==> config.mk <==
export PLATFORM = sky130hd
export DESIGN_NAME = multi_base_calc
export DESIGN_NICKNAME = d
export VERILOG_FILES = /design/src/rtl/multi_base_calc_pkg.sv /design/src/rtl/base_calc_channel.sv /design/src/rtl/multi_base_calc.sv
export SDC_FILE = /design/constraint.sdc
export NUM_CORES = 1
export LEC_CHECK = 0
export ABC_AREA = 1
export BUFFER_PORTS_ARGS = -buffer_cell sky130_fd_sc_hd__buf_2
export CAP_MARGIN = 20
export CELL_PAD_IN_SITES_DETAIL_PLACEMENT = 1
export CELL_PAD_IN_SITES_GLOBAL_PLACEMENT = 1
export CORE_UTILIZATION = 30
export CTS_BUF_LIST = sky130_fd_sc_hd__clkbuf_16
export CTS_CLUSTER_DIAMETER = 80
export CTS_CLUSTER_SIZE = 10
export DETAILED_ROUTE_END_ITERATION = 6
export PLACE_DENSITY = 0.63
export SYNTH_ARGS = -nofsm -noshare
export SYNTH_HDL_FRONTEND = slang
export SYNTH_HIERARCHICAL = 1
export SYNTH_SLANG_ARGS = --single-unit
export TNS_END_PERCENT = 20
==> constraint.sdc <==
create_clock -name AXIS_ACLK -period 9.4 [get_ports AXIS_ACLK]
set_input_delay 1.41 -clock AXIS_ACLK [delete_from_list [all_inputs] [get_ports AXIS_ACLK]]
set_output_delay 1.41 -clock AXIS_ACLK [all_outputs]
set_load 0.05 [all_outputs]
==> src/rtl/multi_base_calc_pkg.sv <==
// Shared encodings and helpers for the multi-channel baseline calculator.
package multi_base_calc_pkg;

    typedef enum logic [1:0] {
        EXEC_INIT = 2'b00,
        EXEC_TRG  = 2'b11
    } exec_state_e;

    typedef enum logic [1:0] {
        ST_IDLE,
        ST_ACCUM,
        ST_HOLD
    } calc_state_e;

    // Ceiling log2; clogb2(1) == 0.
    function automatic int unsigned clogb2(input int unsigned value);
        int unsigned r;
        r = 0;
        while ((64'd1 << r) < 64'(value)) begin
            r = r + 1;
        end
        return r;
    endfunction

endpackage

==> src/rtl/base_calc_channel.sv <==
// One ADC channel: lane adder (stage 1), window accumulator (stage 2),
// power-of-two divide and saturating threshold.
module base_calc_channel
    import multi_base_calc_pkg::*;
#(
    parameter int unsigned ADC_RESOLUTION_WIDTH = 12,
    parameter int unsigned S_AXIS_TDATA_WIDTH   = 128,
    parameter int unsigned LOG2_WINDOW          = 20
) (
    input  logic                            AXIS_ACLK,
    input  logic                            AXIS_ARESET,
    input  logic                            clear,
    input  logic                            beat_en,
    input  logic                            s1_valid,
    input  logic                            s1_last,
    input  logic [S_AXIS_TDATA_WIDTH-1:0]   tdata,
    input  logic [ADC_RESOLUTION_WIDTH-1:0] offset,
    output logic [ADC_RESOLUTION_WIDTH-1:0] baseline,
    output logic [ADC_RESOLUTION_WIDTH-1:0] threshold
);

    localparam int unsigned SPT      = S_AXIS_TDATA_WIDTH / 16;
    localparam int unsigned LOG2_SPT = clogb2(SPT);
    localparam int unsigned SUM_W    = ADC_RESOLUTION_WIDTH + LOG2_SPT;
    localparam int unsigned ACC_W    = SUM_W + LOG2_WINDOW;
    localparam int unsigned SHIFT    = LOG2_SPT + LOG2_WINDOW;

    logic [SUM_W-1:0]                lane_sum;
    logic [SUM_W-1:0]                s1_sum;
    logic [ACC_W-1:0]                acc;
    logic [ACC_W-1:0]                total;
    logic [ADC_RESOLUTION_WIDTH-1:0] base_next;
    logic [ADC_RESOLUTION_WIDTH:0]   thr_sum;
    logic [ADC_RESOLUTION_WIDTH-1:0] thr_next;
    logic                            unused_bits;

    always_comb begin
        lane_sum = '0;
        for (int unsigned k = 0; k < SPT; k++) begin
            lane_sum = lane_sum + SUM_W'(tdata[16*k +: ADC_RESOLUTION_WIDTH]);
        end
    end

    // The final beat is folded in combinationally so the result lands one
    // cycle after stage 1 instead of waiting for the accumulator to settle.
    always_comb begin
        total     = acc + ACC_W'(s1_sum);
        base_next = total[SHIFT +: ADC_RESOLUTION_WIDTH];
        thr_sum   = {1'b0, base_next} + {1'b0, offset};
        thr_next  = thr_sum[ADC_RESOLUTION_WIDTH] ? '1 : thr_sum[ADC_RESOLUTION_WIDTH-1:0];
    end

    always_comb begin
        unused_bits = ^total[SHIFT-1:0];
        for (int unsigned k = 0; k < SPT; k++) begin
            unused_bits ^= ^tdata[16*k+ADC_RESOLUTION_WIDTH +: 16-ADC_RESOLUTION_WIDTH];
        end
    end

    always_ff @(posedge AXIS_ACLK) begin
        if (AXIS_ARESET) begin
            s1_sum    <= '0;
            acc       <= '0;
            baseline  <= '0;
            threshold <= '0;
        end else begin
            if (clear) begin
                s1_sum <= '0;
            end else if (beat_en) begin
                s1_sum <= lane_sum;
            end

            if (clear) begin
                acc <= '0;
            end else if (s1_valid) begin
                acc <= s1_last ? '0 : total;
            end

            if (!clear && s1_valid && s1_last) begin
                baseline  <= base_next;
                threshold <= thr_next;
            end
        end
    end

endmodule

==> src/rtl/multi_base_calc.sv <==
// Multi-channel ADC baseline averager: shared beat controller driving
// NUM_CH identical channel datapaths.
module multi_base_calc
    import multi_base_calc_pkg::*;
#(
    parameter int unsigned NUM_CH               = 2,
    parameter int unsigned ADC_RESOLUTION_WIDTH = 12,
    parameter int unsigned S_AXIS_TDATA_WIDTH   = 128,
    parameter int unsigned LOG2_WINDOW          = 20,
    parameter bit          CONTINUOUS           = 1'b0
) (
    input  logic                                   AXIS_ACLK,
    input  logic                                   AXIS_ARESET,
    input  logic [1:0]                             EXEC_STATE,
    input  logic [NUM_CH*S_AXIS_TDATA_WIDTH-1:0]   S_AXIS_TDATA,
    input  logic                                   S_AXIS_TVALID,
    input  logic [ADC_RESOLUTION_WIDTH-1:0]        I_THRESHOLD_OFFSET,
    input  logic                                   I_RESTART,
    output logic [NUM_CH*ADC_RESOLUTION_WIDTH-1:0] O_BASELINE,
    output logic [NUM_CH*ADC_RESOLUTION_WIDTH-1:0] O_THRESHOLD,
    output logic                                   O_BASELINE_UPDATE,
    output logic                                   O_CALC_COMPLETE
);

    calc_state_e            state;
    calc_state_e            state_next;
    logic [LOG2_WINDOW-1:0] beat_cnt;
    logic                   s1_valid;
    logic                   s1_last;
    logic                   in_init;
    logic                   abort;
    logic                   accept;
    logic                   last_beat;
    logic                   update_next;

    always_comb begin
        in_init     = (EXEC_STATE == EXEC_INIT);
        abort       = (state == ST_ACCUM) && (!in_init || I_RESTART);
        accept      = in_init && S_AXIS_TVALID && (state != ST_HOLD) && !abort;
        last_beat   = (beat_cnt == '1);
        update_next = s1_valid && s1_last && !abort;
    end

    always_comb begin
        state_next = state;
        case (state)
            ST_IDLE: begin
                if (accept) begin
                    state_next = (last_beat && !CONTINUOUS) ? ST_HOLD : ST_ACCUM;
                end
            end
            ST_ACCUM: begin
                if (abort) begin
                    state_next = ST_IDLE;
                end else if (accept && last_beat && !CONTINUOUS) begin
                    state_next = ST_HOLD;
                end
            end
            ST_HOLD: begin
                if (I_RESTART) begin
                    state_next = ST_IDLE;
                end
            end
            default: state_next = ST_IDLE;
        endcase
    end

    // Counter wraps naturally at the window boundary, which is exactly the
    // restart point needed for back-to-back windows.
    always_ff @(posedge AXIS_ACLK) begin
        if (AXIS_ARESET) begin
            state             <= ST_IDLE;
            beat_cnt          <= '0;
            s1_valid          <= 1'b0;
            s1_last           <= 1'b0;
            O_BASELINE_UPDATE <= 1'b0;
            O_CALC_COMPLETE   <= 1'b0;
        end else begin
            state <= state_next;
            if (abort) begin
                beat_cnt <= '0;
            end else if (accept) begin
                beat_cnt <= beat_cnt + 1'b1;
            end
            s1_valid          <= accept;
            s1_last           <= accept && last_beat;
            O_BASELINE_UPDATE <= update_next;
            O_CALC_COMPLETE   <= O_CALC_COMPLETE || update_next;
        end
    end

    for (genvar c = 0; c < NUM_CH; c++) begin : g_ch
        base_calc_channel #(
            .ADC_RESOLUTION_WIDTH (ADC_RESOLUTION_WIDTH),
            .S_AXIS_TDATA_WIDTH   (S_AXIS_TDATA_WIDTH),
            .LOG2_WINDOW          (LOG2_WINDOW)
        ) u_ch (
            .AXIS_ACLK   (AXIS_ACLK),
            .AXIS_ARESET (AXIS_ARESET),
            .clear       (abort),
            .beat_en     (accept),
            .s1_valid    (s1_valid),
            .s1_last     (s1_last),
            .tdata       (S_AXIS_TDATA[c*S_AXIS_TDATA_WIDTH +: S_AXIS_TDATA_WIDTH]),
            .offset      (I_THRESHOLD_OFFSET),
            .baseline    (O_BASELINE[c*ADC_RESOLUTION_WIDTH +: ADC_RESOLUTION_WIDTH]),
            .threshold   (O_THRESHOLD[c*ADC_RESOLUTION_WIDTH +: ADC_RESOLUTION_WIDTH])
        );
    end

endmodule

## After elaboration in Yosys (flattened, before gate mapping)

Index checks and enable logic that the tools add are counted.

| word-level totals | value |
|---|---|
| bits in registers | 174 |
| bits of input ports | 274 |
| output and inout port bits | 50 |

| operators by class | value |
|---|---|
| mux-type cells | 10 |
| add/sub/neg operators | 19 |
| eq/ne operators | 7 |
| reductions and logical operators | 17 |

Operator list:

| kind | count |
|---|---|
| 15-bit by 12-bit adder with 15-bit output | 12 |
| 35-bit by 15-bit adder with 35-bit output | 2 |
| 35-bit 2-to-1 mux | 2 |
| 12-bit by 12-bit adder with 13-bit output | 4 |
| 12-bit 2-to-1 mux | 2 |
| 20-bit by 1-bit adder with 20-bit output (second input constant) | 1 |
| 20-bit equality test (second input constant) | 1 |
| 2-bit 2-to-1 mux | 5 |
| 1-bit logical AND | 9 |
| 2-bit inequality test (second input constant) | 3 |
| 2-bit one-hot mux with 3 select lines | 1 |
| 2-bit zero test | 2 |
| 3-bit by 1-bit inequality test with 1-bit output (second input constant) | 1 |
| 3-bit AND reduction | 1 |
| 2-bit by 1-bit equality test with 1-bit output (second input constant) | 1 |
| 2-bit equality test (second input constant) | 1 |
| 1-bit zero test | 2 |
| 1-bit logical OR | 2 |
| 2-bit OR reduction | 1 |

## Logic depth before layout (Yosys ltp)

Gate-level depths: netlist of run 1.

| depth | value |
|---|---|
| depth in word-level cells | 10 |
| depth in mapped cells | 25 |
| mapped depth without buffers | 25 |

## By module

Netlist of run 1, hierarchy kept.

Modules (own cells, without submodules):

| module | area each (um^2) | cells each | times used | seq. area each (um^2) |
|---|---|---|---|---|
| base_calc_channel at g_ch[0].u_ch | 7546.0 | 1068 | 1 | 1481.4 |
| base_calc_channel at g_ch[1].u_ch | 7384.6 | 1057 | 1 | 1481.4 |
| multi_base_calc | 1383.8 | 197 | 1 | 520.5 |

## Worst setup path after synthesis of run 1

Ideal clock, no wire load.

| timing path | value |
|---|---|
| kind | input to register |
| start point | input port S_AXIS_TDATA[130] |
| end point | register g_ch[1].u_ch.s1_sum[12] |
| stages on the path | 21 |
| data arrival time | 4.958 ns |
| buffers on the path | 0 |
| path slack | 4.386 ns |
| library setup time | 0.056 ns |
| path through | inv_1 fa_1 inv_1 fa_1 fa_1 inv_1 fa_1 inv_1 ha_1 inv_1 fa_1 inv_1 nand3_1 nand2_1 nand2_1 nand3_1 nand2_1 nand2_1 nand2_1 a31o_2 inv_1 |

| on the way | value |
|---|---|
| cells in the longest elaborated chain, start to end | 7 |

RTL lines:

| what | line | RTL |
|---|---|---|
| start, declared | multi_base_calc.sv:15 | `input logic [NUM_CH*S_AXIS_TDATA_WIDTH-1:0] S_AXIS_TDATA,` |
| 12-bit by 12-bit adder with 13-bit output | base_calc_channel.sv:40 | `lane_sum = lane_sum + SUM_W'(tdata[16*k +: ADC_RESOLUTION_WIDTH]);` |
| 15-bit by 12-bit adder with 15-bit output (6 in series) | base_calc_channel.sv:40 |  |
| end signal, assigned | base_calc_channel.sv:70 | `s1_sum <= lane_sum;` |
| end, declared | base_calc_channel.sv:29 | `logic [SUM_W-1:0] s1_sum;` |

No other way between the ends.
A chain may end at the register's enable or synchronous reset.

## Worst setup path in the final report of run 1

Same ends and word-level chain as after synthesis.

==> impl_metrics.csv, run 1 <==
group,metric,value,unit
run_status,outcome,"complete, no violations",
routing,drt_first_pass_iters,4,
clocking,clock-sinks,174,
timing,tns,0,ns
clocking,postCtsSetupBuffers,0,
global_route,grt_pass1_wl,77300,microns
clocking,clkTransAtPathRegs,0.07,ns
global_route,antenna_found_initial,0,
power_and_ir_drop,vdd_ir_drop_max,110,uV
min_path,min_path_type,"flop to flop",
yosys,yosysSeqAreaShare,0.214,
yosys,synth_flop_cell,"dfxtp_1",
timing,fin_crit,4.92,ns
final_layout,nets,3079,
routing,routed_wl,45300,microns
timing,max_freq,0.203,GHz
clocking,cts_root_buf,"clkbuf_16",
yosys,async_flop_share,0,
clocking,clk_latency,0.45,ns
yosys,synth.distinct_cells,50,
global_route,track_usage,0.169,
setup_path,critPathLaunchType,"input port",
floorplan,chipHeight,235,microns
clocking,htree_levels,4,
timing,tightest_slew,0.769,ns
placement,portBuffers,259,
timing,report.final.slew_viol_count,0,
yosys,syn-instance-count,2322,
global_route,grt.overflow.total,0,
job,cap_violations,0,
timing,setup_viol,0,
timing,finalWorstSetupSlack,4.48,ns
floorplan,coreArea,53800,sq um
setup_path,cp.required,9.80,ns
floorplan,initial_core_util,0.303,
routing,via_per_inst,4.57,
timing,fin_skew,0.0132,ns
clocking,hold_buffers,0,
routing,drtIter0Drc,353,
timing,slew_headroom,0.487,
floorplan,dieWidth,235,microns
placement,pre_cts_slack,3.96,ns
final_layout,antenna_cells,0,
yosys,synth_warnings,6,
routing,antenna_left,0,
setup_path,crit_fanout,3,
timing,rsz0062_at_grt,"no",
clocking,cts_resized,0,
yosys,netlist_area,16300,sq um
yosys,synth_seq_cells,174,
power_and_ir_drop,power.density,173,nW/um^2
floorplan,io_pins,324,
setup_path,arrival,5.32,ns
timing,hold_violations,0,
routing,wl_per_cell,13.8,microns
power_and_ir_drop,cellLeakagePower,9.91,nW
yosys,synth_enable_flop_cells,0,
timing,min_period_over_period,0.523,
setup_path,endpoint_kind,"flop",
routing,num_vias,15017,
floorplan,die-area,55300,sq um
final_layout,area_growth,16.3,%
yosys,synth_fp_nets,2827,
placement,routabilityCongestion,0.818,
clocking,cts_tree,"yes",
global_route,grt_pass1_vias,16267,
yosys,avgSynthCellArea,7.03,sq um
floorplan,row_count,85,
global_route,grt_start_max_net_pins,46,
setup_path,crit_type,"input port to flop",
routing,drc,0,
clocking,cts_buffer_depth,2,
timing,whs,0.464,ns
final_layout,drive_gt1_frac,0.175,
clocking,numCtsBuffers,17,
placement,dpl.hpwl,38200,microns
[final timing paths]
kind | from | endpoint | slack (ns) | cells after the start
setup / recovery | S_AXIS_TDATA[130] | g_ch[1].u_ch/s1_sum[12]$_SDFFE_PP0P_ | 4.48 | 22
hold / removal | O_CALC_COMPLETE$_SDFF_PP0_ | O_CALC_COMPLETE$_SDFF_PP0_ | 0.46 | 2
setup reg to reg | g_ch[1].u_ch/s1_sum[0]$_SDFFE_PP0P_ | g_ch[1].u_ch/threshold[11]$_SDFFE_PP0P_ | 5.51 | 24
hold reg to reg | O_CALC_COMPLETE$_SDFF_PP0_ | O_CALC_COMPLETE$_SDFF_PP0_ | 0.46 | 2
[synthesized netlist by cell type (2+ instances only)]
master,count,area share
o21a_1,5,0.0023
nand3_2,10,0.0061
buf_6,2,0.0014
nor2_1,195,0.045
nor3_1,20,0.0061
a31o_2,2,0.0011
and3_1,4,0.0015
o221ai_1,3,0.0016
inv_1,536,0.12
nand2_1,442,0.10
a21o_1,7,0.0032
and2_1,3,0.0012
nand3b_1,12,0.0055
a21boi_0,2,0.00092
buf_1,5,0.0012
nand2_4,4,0.0028
nor2_4,4,0.0028
nand2_2,52,0.020
dfxtp_1,174,0.21
or2_1,5,0.0019
a2bb2oi_1,2,0.0011
a31oi_1,12,0.0046
o21ai_1,13,0.0040
ha_1,85,0.065
xor2_1,16,0.0086
nor2_8,2,0.0025
inv_2,21,0.0048
o21ai_0,115,0.035
fa_1,146,0.18
nand3_4,2,0.0021
clkbuf_1,18,0.0041
nand3_1,108,0.033
o21ai_2,4,0.0021
xnor2_1,15,0.0081
buf_2,6,0.0018
nand4_1,16,0.0061
nor3_2,19,0.012
nor3_4,6,0.0060
a21oi_1,185,0.057
nor3b_1,2,0.00092
o21bai_1,9,0.0041
a21oi_2,8,0.0043
nor2_2,18,0.0069
[placed cells by master, fill, tap and decap left out, drive strengths merged, types with 85 or more instances in the layout]
cell type,synthesis,layout
ha,85,85
inv,557,567
a21oi,193,193
fa,146,146
o21ai,132,132
dfxtp,174,174
nand2,498,498
buf,14,265
nand3,120,120
nor2,219,219
[area by class of cell]
class                   instances  area, sq um
repair buffers                266         1370
flip-flops and latches        174         3480
multi-input cells            1557        10600
fillers                      6850        34800
inverters                     558         2090
clock inverters                15          140
clock buffers                  17          425
well taps                     696          871
[metal layers]
layer / wire (microns) / share of wire / vias up / global-route usage
met1: 20200 / 0.45 / 7203 / 0.202
met2: 23600 / 0.52 / 144 / 0.319
met3: 896 / 0.020 / 34 / 0.0211
met4: 642 / 0.014 / 0 / 0.0355
li1: - / - / 7636 / -
met5: 0 / 0 / - / 0
[registers in the layout (all words and copies together), names as in the netlist, 2 cells and up]
signal and count:
state 2, g_ch.u_ch/s1_sum 30, g_ch.u_ch/acc 70, g_ch.u_ch/threshold 24, g_ch.u_ch/baseline 24, beat_cnt 20
[where the power goes]
part,total [mW],switching [mW],internal (mW)
Clock,0.709,0.357,0.352
Sequential,0.778,0.0164,0.762
Combinational,1.80,1.08,0.726
Total,3.29,1.45,1.84
[through the flow]
| step | instance area (sq um) | utilization | power [mW] | std cells |
|---|---|---|---|---|
| floorplan | 16300 | - | 2.22 | 2322 |
| global placement | 18400 | 0.341 | 2.61 | 3249 |
| detailed placement | 18400 | 0.342 | 2.66 | 3250 |
| CTS | 18900 | 0.352 | 3.38 | 3282 |
| global route | 19000 | 0.353 | 3.71 | 3283 |
| finish | 19000 | 0.353 | 3.29 | 3283 |
[critical path: stages]
cell	delay (ns)
buf_2	0.08
inv_1	0.04
fa_1	0.53
inv_1	0.05
fa_1	0.51
fa_1	0.55
inv_1	0.05
fa_1	0.46
inv_1	0.07
ha_1	0.19
inv_1	0.06
fa_1	0.39
inv_1	0.07
nand3_1	0.06
nand2_1	0.14
nand2_1	0.06
nand3_1	0.11
nand2_1	0.09
nand2_1	0.09
nand2_1	0.05
a31o_2	0.19
inv_1	0.04
[logic make-up after synthesis]
group / count (synthesis) / share of synthesized area
flops: 174 / 0.214
buf+inv: 591 / 0.138
xor+xnor: 31 / 0.0166
compound gates: 370 / 0.123
simple gates: 925 / 0.264
fa+ha+maj: 231 / 0.244
Power figures use the tool's default switching activity.
==> inputs of run 2 (changes only) <==
==> constraint.sdc (replaced) <==
create_clock -name AXIS_ACLK -period 4.95 [get_ports AXIS_ACLK]
set_input_delay 0.7425 -clock AXIS_ACLK [delete_from_list [all_inputs] [get_ports AXIS_ACLK]]
set_output_delay 0.7425 -clock AXIS_ACLK [all_outputs]
set_load 0.05 [all_outputs]
==> run 2 against run 1 <==
Net effect: critical path depth stayed put; register-to-register slack lost 4.5 ns; count of clock-buffer cells in the layout is the same; sequential power grew 90%; non-clock buffer count unchanged.
==> impl_metrics.csv, run 2 (synthesis results as in run 1) <==
group,metric,value,unit
power_and_ir_drop,p_seq_frac,0.236,
floorplan,io_pins,324,
clocking,cts_resized,0,
placement,portBuffers,259,
power_and_ir_drop,p_int,3.50,mW
timing,tns,0,ns
timing,finalWorstSetupSlack,0.675,ns
final_layout,area_growth,16.2,%
timing,slew_headroom,0.430,
floorplan,row_count,85,
power_and_ir_drop,power.density,330,nW/um^2
power_and_ir_drop,pwr-share-clk,0.216,
floorplan,chipHeight,235,microns
routing,drtIter0Drc,476,
routing,wl_per_cell,13.9,microns
setup_path,arrival,4.67,ns
timing,report.final.slew_viol_count,0,
setup_path,critPathLaunchType,"input port",
global_route,grt.overflow.total,0,
clocking,clkTransAtPathRegs,0.07,ns
global_route,antenna_found_initial,1,
final_layout,nets,3079,
setup_path,crit_fanout,3,
power_and_ir_drop,vdd_ir_drop_max,227,uV
placement,pre_cts_slack,0.143,ns
global_route,grt_pass1_vias,16237,
clocking,postCtsSetupBuffers,0,
timing,min_period_over_period,0.864,
min_path,min_path_type,"flop to flop",
power_and_ir_drop,pwr-share-comb,0.548,
clocking,cts_root_buf,"clkbuf_16",
placement,routabilityCongestion,0.832,
routing,drc,0,
clocking,clk_latency,0.46,ns
job,cap_violations,0,
routing,num_vias,15080,
clocking,cts_tree,"yes",
clocking,hold_buffers,0,
clocking,cts_buffer_depth,2,
power_and_ir_drop,cellLeakagePower,9.91,nW
routing,drt_first_pass_iters,4,
setup_path,endpoint_kind,"flop",
timing,tightest_slew,0.854,ns
routing,via_per_inst,4.59,
global_route,track_usage,0.170,
floorplan,die-area,55300,sq um
timing,fin_skew,0.0120,ns
placement,dpl.hpwl,38300,microns
routing,routed_wl,45700,microns
final_layout,layout_commonest_cell,"inv_1",
timing,hold_violations,0,
timing,rsz0062_at_grt,"no",
run_status,outcome,"complete, no violations",
clocking,htree_levels,4,
setup_path,crit_type,"input port to flop",
power_and_ir_drop,p_sw,2.76,mW
setup_path,cp.required,5.35,ns
floorplan,dieWidth,235,microns
timing,max_freq,0.234,GHz
timing,setup_viol,0,
final_layout,utilization,0.352,
final_layout,layout_common_cells,"inv_1, nand2_1, buf_2, nor2_1, a21oi_1",
final_layout,largest_reg_flops,70,
final_layout,drive_gt1_frac,0.175,
timing,fin_crit,4.27,ns
final_layout,regMostFlops,"g_ch.u_ch/acc",
floorplan,coreArea,53800,sq um
global_route,grt_pass1_wl,77400,microns
global_route,grt_start_max_net_pins,45,
clocking,clock-sinks,174,
clocking,numCtsBuffers,17,
power_and_ir_drop,power,6.26,mW
placement,placed_area,18400,sq um
routing,antenna_left,0,
power_and_ir_drop,switching_share,0.441,
floorplan,initial_core_util,0.303,
final_layout,largest_registers,"g_ch.u_ch/acc: 70 flops, g_ch.u_ch/s1_sum: 30 flops",
final_layout,design_area,19000,sq um
==> run 2: final timing paths <==
check                                                  to  cells after the start  slack (ns)                                start
setup / recovery     g_ch[1].u_ch/s1_sum[12]$_SDFFE_PP0P_                     22        0.68                    S_AXIS_TDATA[130]
hold / removal                 O_CALC_COMPLETE$_SDFF_PP0_                      2        0.47           O_CALC_COMPLETE$_SDFF_PP0_
setup reg to reg  g_ch[0].u_ch/threshold[11]$_SDFFE_PP0P_                     24        1.04  g_ch[0].u_ch/s1_sum[0]$_SDFFE_PP0P_
hold reg to reg                O_CALC_COMPLETE$_SDFF_PP0_                      2        0.47           O_CALC_COMPLETE$_SDFF_PP0_
==> run 2: area by class of cell <==
type	instances	area, sq um
Antenna cell	1	2.50
Clock buffer	17	425
Clock inverter	15	144
Fill cell	6845	34900
Inverter	558	2090
Multi-Input combinational cell	1557	10600
Sequential cell	174	3480
Tap cell	696	871
Timing Repair Buffer	266	1350
==> run 2: metrics by stage <==
stage	hold slack, ns	cells
2_1_floorplan	0.444	2322
5_1_grt	0.490	3284
3_3_place_gp	0.443	3251
3_5_place_dp	0.458	3251
4_1_cts	0.473	3283
6_report	0.470	3284
==> run 2: routing by layer <==
layer,part of all wire,global-route usage,vias to the layer above,wire length (microns)
met5,0,0,-,0
li1,-,-,7647,-
met1,0.44,0.202,7245,20200
met2,0.52,0.323,162,24000
met3,0.021,0.0209,26,973
met4,0.010,0.0351,0,469
==> run 2: critical path, cell delays in order <==
cell	delay, ns
buf_2	0.08
inv_1	0.05
fa_1	0.54
inv_1	0.06
fa_1	0.51
fa_1	0.55
inv_1	0.05
fa_1	0.46
inv_1	0.07
ha_1	0.17
inv_1	0.06
fa_1	0.39
inv_1	0.07
nand3_1	0.06
nand2_1	0.14
nand2_1	0.07
nand3_1	0.11
nand2_1	0.10
nand2_1	0.09
nand2_1	0.06
a31o_2	0.20
inv_1	0.05
==> run 2: power groups by stage <==
stage	registers, mW	logic [mW]	clock network, mW
2_1_floorplan	1.50	2.72	0
3_3_place_gp	1.51	3.45	0
3_5_place_dp	1.51	3.54	0
4_1_cts	1.48	3.56	1.40
5_1_grt	1.48	4.11	1.46
6_report	1.48	3.43	1.35
==> inputs of run 3 (changes only) <==
==> constraint.sdc (replaced) <==
create_clock -name AXIS_ACLK -period 5.3 [get_ports AXIS_ACLK]
set_input_delay 0.795 -clock AXIS_ACLK [delete_from_list [all_inputs] [get_ports AXIS_ACLK]]
set_output_delay 0.795 -clock AXIS_ACLK [all_outputs]
set_load 0.05 [all_outputs]
==> run 3 against run 2 <==
Net effect: sequential share of layout area barely moved; clock power fell by 4%; cell count did not move; global-route usage rose by 0.11 points; critical path type unchanged; non-clock buffer count did not move; clock skew barely moved.
==> impl_metrics.csv, run 3 (synthesis results as in run 1) <==
group,metric,value,unit
run_status,outcome,"complete, no violations",
setup_path,arrival,4.75,ns
placement,routabilityCongestion,0.835,
routing,highest_layer,"met4",
setup_path,slowest_delay,0.54,ns
global_route,grt_pass1_wl,77500,microns
timing,hold_violations,0,
clocking,clk_latency,0.46,ns
timing,report.final.slew_viol_count,0,
routing,antenna_left,0,
global_route,grt_pass1_vias,16317,
final_layout,drive_gt1_frac,0.175,
final_layout,layout_commonest_cell,"inv_1",
clocking,cts_resized,0,
timing,slew_headroom,0.447,
floorplan,die-area,55300,sq um
routing,wl_met2,23700,microns
floorplan,chipHeight,235,microns
setup_path,critPathLaunchType,"input port",
routing,routed_wl,45700,microns
routing,num_vias,15052,
setup_path,worstPathCellList,"buf_2 > inv_1 > fa_1 > inv_1 > fa_1 > fa_1 > inv_1 > fa_1 > inv_1 > ha_1 > inv_1 > fa_1 > inv_1 > nand3_1 > nand2_1 > nand2_1 > nand3_1 > nand2_1 > nand2_1 > nand2_1 > a31o_2 > inv_1",
clocking,cts_buffer_depth,2,
clocking,hold_buffers,0,
timing,rsz0062_at_grt,"no",
placement,dpl.hpwl,38300,microns
final_layout,design_area,19000,sq um
timing,setup_viol,0,
routing,drt_first_pass_iters,4,
clocking,cts_tree,"yes",
placement,pre_cts_slack,0.454,ns
global_route,track_usage,0.171,
power_and_ir_drop,vdd_ir_drop_max,205,uV
routing,via_per_inst,4.58,
timing,finalWorstSetupSlack,0.956,ns
timing,whs,0.468,ns
setup_path,crit_type,"input port to flop",
setup_path,path_delay_family,"adder cells",
final_layout,nets,3079,
setup_path,slowest_stage,"fa_1",
job,cap_violations,0,
global_route,antenna_found_initial,1,
routing,wl_met3,933,microns
timing,tns,0,ns
setup_path,r2r_slack,1.43,ns
floorplan,dieWidth,235,microns
final_layout,area_growth,16.3,%
final_layout,fillers,6902,
clocking,postCtsSetupBuffers,0,
clocking,numCtsBuffers,17,
timing,fin_crit,4.34,ns
clocking,htree_levels,4,
power_and_ir_drop,power.density,310,nW/um^2
routing,drtIter0Drc,372,
floorplan,coreArea,53800,sq um
routing,drc,0,
setup_path,cp.required,5.70,ns
floorplan,io_pins,324,
timing,fin_skew,0.0123,ns
timing,min_period_over_period,0.820,
clocking,cts_root_buf,"clkbuf_16",
placement,placed_area,18400,sq um
final_layout,regMostFlops,"g_ch.u_ch/acc",
global_route,grt.overflow.total,0,
routing,met1_length,20300,microns
power_and_ir_drop,cellLeakagePower,9.92,nW
setup_path,endpoint_kind,"flop",
floorplan,row_count,85,
clocking,clkTransAtPathRegs,0.07,ns
timing,tightest_slew,0.829,ns
min_path,min_path_type,"flop to flop",
routing,wl_per_cell,13.9,microns
timing,max_freq,0.230,GHz
final_layout,utilization,0.352,
setup_path,crit_fanout,3,
placement,portBuffers,259,
clocking,clock-sinks,174,
final_layout,largest_registers,"g_ch.u_ch/acc: 70 flops, g_ch.u_ch/s1_sum: 30 flops",
global_route,grt_start_max_net_pins,45,
floorplan,initial_core_util,0.303,
setup_path,cp.buffers_inverters,8,
setup_path,cp_common_cell,"inv_1",
final_layout,layout_common_cells,"inv_1, nand2_1, buf_2, nor2_1, a21oi_1",
final_layout,largest_reg_flops,70,
==> run 3: area by class of cell <==
class                           count  area (sq um)  share of cell area
Antenna cell                        1          2.50            0.000132
Clock buffer                       17           425              0.0224
Clock inverter                     15           150             0.00792
Inverter                          558          2090               0.110
Multi-Input combinational cell   1557         10600               0.558
Sequential cell                   174          3480               0.184
Tap cell                          696           871              0.0459
Timing Repair Buffer              266          1360              0.0715
==> run 3: routing by layer <==
layer  track usage  up-vias
li1              -     7636
met4        0.0453        0
met2         0.322      157
met5             0        -
met3        0.0208       46
met1         0.202     7213
==> run 3: stage by stage <==
step                      total power, mW  instances
after floorplan                      3.94       2322
after global placement               4.63       3250
after detailed placement             4.72       3251
after CTS                            6.05       3283
after global routing                 6.63       3284
final                                5.88       3284
==> run 3: worst reg2reg max path, delay by kind of cell, from the launching register on <==
family	cells	cell delay, ns
AO/OA/AOI/OAI	2	0.45
adder cells (fa/ha/maj)	3	1.06
buffers and inverters	3	0.39
AND/OR/NAND/NOR	12	1.53
flip-flops	1	0.37
==> run 3: path summary, 6_finish.rpt <==
kind,start,end,cells past startpoint
max,S_AXIS_TDATA[130],g_ch[1].u_ch/s1_sum[12]$_SDFFE_PP0P_,22
min,O_CALC_COMPLETE$_SDFF_PP0_,O_CALC_COMPLETE$_SDFF_PP0_,2
max reg2reg,g_ch[1].u_ch/s1_sum[0]$_SDFFE_PP0P_,g_ch[1].u_ch/threshold[3]$_SDFFE_PP0P_,20
min reg2reg,O_CALC_COMPLETE$_SDFF_PP0_,O_CALC_COMPLETE$_SDFF_PP0_,2
==> run 3: power by group <==
group / internal [mW] / total, mW / switching [mW]
Combinational: 1.29 / 3.21 / 1.92
Sequential: 1.35 / 1.38 / 0.0285
Clock: 0.665 / 1.29 / 0.626
Total: 3.31 / 5.88 / 2.57
